$ cat src/rtl/input_controller.sv
// input_controller: sync/debounce/edge-detect buttons {r,u,l} (btn_state, press) into frame-committed lane/hoffset and a held jump_req.
module input_controller #(
  parameter int DEBOUNCE_CYCLES = 1000000,
  parameter int CNT_WIDTH = 20,
  parameter int LANE_HOFFSET = 100
) (
  input  logic        clk,
  input  logic        rst,
  input  logic        btn_l,
  input  logic        btn_r,
  input  logic        btn_u,
  input  logic        frame_tick,
  input  logic        jump_ack,
  output logic [2:0]  btn_state,
  output logic [2:0]  press,
  output logic [1:0]  lane,
  output logic [11:0] hoffset,
  output logic        jump_req
);
  typedef enum logic [1:0] {NONE, LEFT, RIGHT} pend_t;
  localparam logic [CNT_WIDTH-1:0] CNT_LAST = CNT_WIDTH'(DEBOUNCE_CYCLES - 1);
  localparam logic [11:0] OFF_POS = 12'(LANE_HOFFSET);
  localparam logic [11:0] OFF_NEG = 12'(-LANE_HOFFSET);
  logic [2:0] r_s1, r_s2, r_state, r_state_d, r_press;
  logic [CNT_WIDTH-1:0] r_cnt [3];
  pend_t r_pend, w_pend_nx, w_move;
  logic [1:0] r_lane, w_lane_nx;
  logic [11:0] r_hoff;
  logic r_jump;
  always_comb begin
    w_move = r_press[0] ? LEFT : RIGHT;
    w_pend_nx = (r_press[0] ^ r_press[2]) ? w_move : frame_tick ? NONE : r_pend;
    w_lane_nx = (r_pend == LEFT && r_lane != 2'd0) ? r_lane - 2'd1 :
                (r_pend == RIGHT && r_lane != 2'd2) ? r_lane + 2'd1 : r_lane;
  end
  always_ff @(posedge clk) begin
    if (rst) begin
      r_s1 <= '0;
      r_s2 <= '0;
      r_state <= '0;
      r_state_d <= '0;
      r_press <= '0;
      for (int i = 0; i < 3; i++) r_cnt[i] <= '0;
      r_pend <= NONE;
      r_lane <= 2'd1;
      r_hoff <= '0;
      r_jump <= 1'b0;
    end else begin
      r_s1 <= {btn_r, btn_u, btn_l};
      r_s2 <= r_s1;
      for (int i = 0; i < 3; i++) begin
        r_cnt[i] <= (r_s2[i] == r_state[i] || r_cnt[i] == CNT_LAST) ? '0 : r_cnt[i] + 1'b1;
        if (r_s2[i] != r_state[i] && r_cnt[i] == CNT_LAST) r_state[i] <= r_s2[i];
      end
      r_state_d <= r_state;
      r_press <= r_state & ~r_state_d;
      r_pend <= w_pend_nx;
      if (frame_tick) begin
        r_lane <= w_lane_nx;
        r_hoff <= (w_lane_nx == 2'd0) ? OFF_NEG : (w_lane_nx == 2'd2) ? OFF_POS : '0;
      end
      r_jump <= r_press[1] | (r_jump & ~jump_ack);
    end
  end
  assign btn_state = r_state;
  assign press = r_press;
  assign lane = r_lane;
  assign hoffset = r_hoff;
  assign jump_req = r_jump;
endmodule
$ cat config.mk
export PLATFORM = sky130hd
export DESIGN_NAME = input_controller
export DESIGN_NICKNAME = d
export VERILOG_FILES = /design/src/rtl/input_controller.sv
export SDC_FILE = /design/constraint.sdc
export NUM_CORES = 1
export LEC_CHECK = 0
export BUFFER_PORTS_ARGS = -buffer_cell sky130_fd_sc_hd__buf_4
export CAP_MARGIN = 20
export CORE_MARGIN = 1.5
export CORE_UTILIZATION = 48
export CTS_CLUSTER_SIZE = 40
export DETAILED_ROUTE_END_ITERATION = 7
export MAX_ROUTING_LAYER = met4
export PLACE_DENSITY = 0.66
export SLEW_MARGIN = 20
export SYNTH_ARGS = -nofsm -noshare
export SYNTH_HDL_FRONTEND = slang
export SYNTH_SLANG_ARGS = --single-unit
export TNS_END_PERCENT = 30
$ cat constraint.sdc
create_clock -name clk -period 2.65 [get_ports clk]
set_input_delay 0.265 -clock clk [delete_from_list [all_inputs] [get_ports clk]]
set_output_delay 0.265 -clock clk [all_outputs]
set_load 0.03 [all_outputs]
==> metrics.txt <==
status=complete, no violations; Post-synth EDFFs=0; clock tree buffer depth=2; RR Startpoint=r_cnt[0][10]$_SDFF_PP0_; # fillers=slightly above 700; RSZ-0062 raised after global routing=false; Max Slew Vio Count=0; Worst Max-Slew Pin Slew=0.658 ns; n_diodes=0; Rel. slew slack=between 50% and 60%; synth top area cells=dfxtp_1 45%, xnor2_1 6.7%, nor2_1 5.9%; CP Launch Point=r_cnt[0][10]$_SDFF_PP0_; Initial Util=about half; grt ovf=0; Design Area, Final=about 0.0041 mm^2; cts hold-fix bufs=0; kind of critical path=flop to flop; Cell Pwr Density=between 500 and 600 mW/mm^2; H-tree depth=3; Worst-Skew Late Latency=between 0.3 and 0.4 ns; Tcrit/Tclk final=roughly four fifths; die height=90.3 um; #FFs+latches synth=slightly above 80; TritonCTS buffer count=9; DRT Pass-1 Iters=4; 1st-iter DRT viols=82; Commonest cells post-synth=83 x dfxtp_1, 57 x nor2_1, 28 x xnor2_1, 20 x inv_1, 19 x nand3_1; clock root cell=clkbuf_8; DRC viols=0; DR vias=roughly 2800; Worst VDD drop=0.293 mV; Port-buffer cells=25; Vias per Instance=5.13; ys flop type=dfxtp_1; largest net degree at the start of global routing=26; post-CTS sizing=0; Synth-to-Final Area Change=11.8%; multi-input combinational cell area=about 0.0018 mm^2; layout cell share with drive strength beyond 1=11.2%; Synth top area share=45.4%; Worst setup EP type=flop; Tot Pwr=roughly 2300 uW; row count=31; Req. time, crit path=2.88 ns; setup TNS=0 ns; # clock sinks=83; crit start category=flop; sequential cell area=between 0.0015 and 0.002 mm^2; Detail Route Antenna Nets=0; Min-Delay Path Class=input port to flop; Ys Warns=0; Final nets=roughly 450; WL/cell=between 10 and 15 um; pre-CTS setup slack=0.575 ns; die area=roughly 0.008 mm^2; Pleak=roughly 0.0013 uW; Mapped Area=~0.0037 mm^2; Core ar.=0.00729 mm^2; postcts setup bufs=0; Die Span X=roughly 90 um; first-pass GRT wire length=approximately 11 mm; post-synthesis sequential area ratio=around 45%; Fmax=approximately 480 MHz; GP Congestion=0.789; max_cap viols=0; Data arrival, critical path=2.31 ns; TritonCTS clock tree=yes; gr usage total=17.6%; async set or reset register ratio after synthesis=0%; count leader, synth=dfxtp_1; Detailed Place HPWL=between 4 and 5 mm; IO Count=28; Hold Path Origin=btn_l; synthesized area per cell=around 8.9 um^2; initial antenna violation count=0; post-route clock skew=0.00734 ns; Syn Inst Count=around 410; final wirelength=roughly 6.3 mm; critical path peak fanout=19; Clock Pin Slew Worst Setup and Hold Paths=about 0.080 ns; Setup violations, final=0; Placed Area=between 0.003 and 0.004 mm^2; Min Clock Period, post-route=2.08 ns; vias in the first global route=roughly 2500; final worst slack=roughly 0.57 ns; dominant cell type by area after synthesis=dfxtp_1; post-synth cell types=42; Hold Vio Cnt, Final=0
==> worst max-delay path, cell delays in order (launching register included) <==
cell     delay (ns)
dfxtp_1        0.35
or4_1          0.51
or4_4          0.56
o21ai_4        0.43
nor2_1         0.10
==> final timing paths <==
path	endpoint	slack [ns]	cells after the start
worst max register to register	r_cnt[0][6]$_SDFF_PP0_	0.57	4
worst min register to register	press[1]$_SDFF_PP0_	0.38	1
worst max-delay path	r_cnt[0][6]$_SDFF_PP0_	0.57	4
worst min-delay path	r_s1[0]$_SDFF_PP0_	0.11	2
==> layout make-up <==
type / instances / area share (%)
Clock buffer: 11 / 3.46
Clock inverter: 5 / 1.53
Inverter: 20 / 1.84
Multi-Input combinational cell: 291 / 44.4
Sequential cell: 83 / 40.6
Tap cell: 99 / 3.03
Timing Repair Buffer: 28 / 5.14
==> kinds of logic (layout without fill, tap and decap cells) <==
group | count (synthesis) | count (layout) | synth area share, %
muxes | 2 | 2 | 0.548
xor gates and xnor gates | 44 | 44 | 10.5
other | 1 | 2 | 0.103
adders and majority gates | 7 | 7 | 2.40
DFF | 83 | 83 | 45.4
and+or+nand+nor | 189 | 189 | 28.0
buffers and inverters | 38 | 64 | 5.03
AOI/OAI and AO/OA | 47 | 47 | 7.97
==> sequential cells by signal, summed over array words and instances (netlist names) <==
name and cells:
btn_state 3, hoffset 3, jump_req 1, lane 2
press 3, r_cnt 60, r_pend 2, r_s1 3
r_s2 3, r_state_d 3
==> metal layers <==
| layer | GRT usage (%) | vias to the layer above | wire [um] |
|---|---|---|---|
| li1 | - | 1456 | - |
| met4 | 6.75 | 0 | 104 |
| met1 | 22.0 | 1250 | 3140 |
| met2 | 26.5 | 39 | 2840 |
| met3 | 5.56 | 11 | 260 |
| met5 | - | - | 0 |
==> metrics by stage <==
| step | instances | util [%] | hold slack [ns] |
|---|---|---|---|
| 3_5_place_dp | 521 | 53.3 | 0.377 |
| 5_1_grt | 537 | 56.1 | 0.102 |
| 3_3_place_gp | 521 | 53.3 | 0.372 |
| 4_1_cts | 537 | 56.1 | 0.0912 |
| 2_1_floorplan | 412 | - | 0.344 |
| 6_report | 537 | 56.1 | 0.108 |
==> cell usage in the layout, fill, tap and decap left out, types with 7 or more instances in the layout <==
cell and instances:
a21oi_1 18, buf_4 28, clkbuf_8 10, dfxtp_1 83, ha_1 7, inv_1 20
nand2_1 17, nand3_1 19, nand4_1 12, nor2_1 57, nor2b_1 14, nor3_1 11
nor4_1 7, o21ai_0 12, or3_1 10, or4_1 8, xnor2_1 28, xor2_1 16
==> power breakdown <==
| group | internal (uW) | leakage, uW | switching, uW | total (uW) |
|---|---|---|---|---|
| logic | 30.6 | 0.000558 | 47.3 | 77.8 |
| clock network | 464 | 0.0000957 | 449 | 913 |
| registers | 1260 | 0.000670 | 7.56 | 1260 |
No activity file was read; power rests on OpenSTA's default activity.
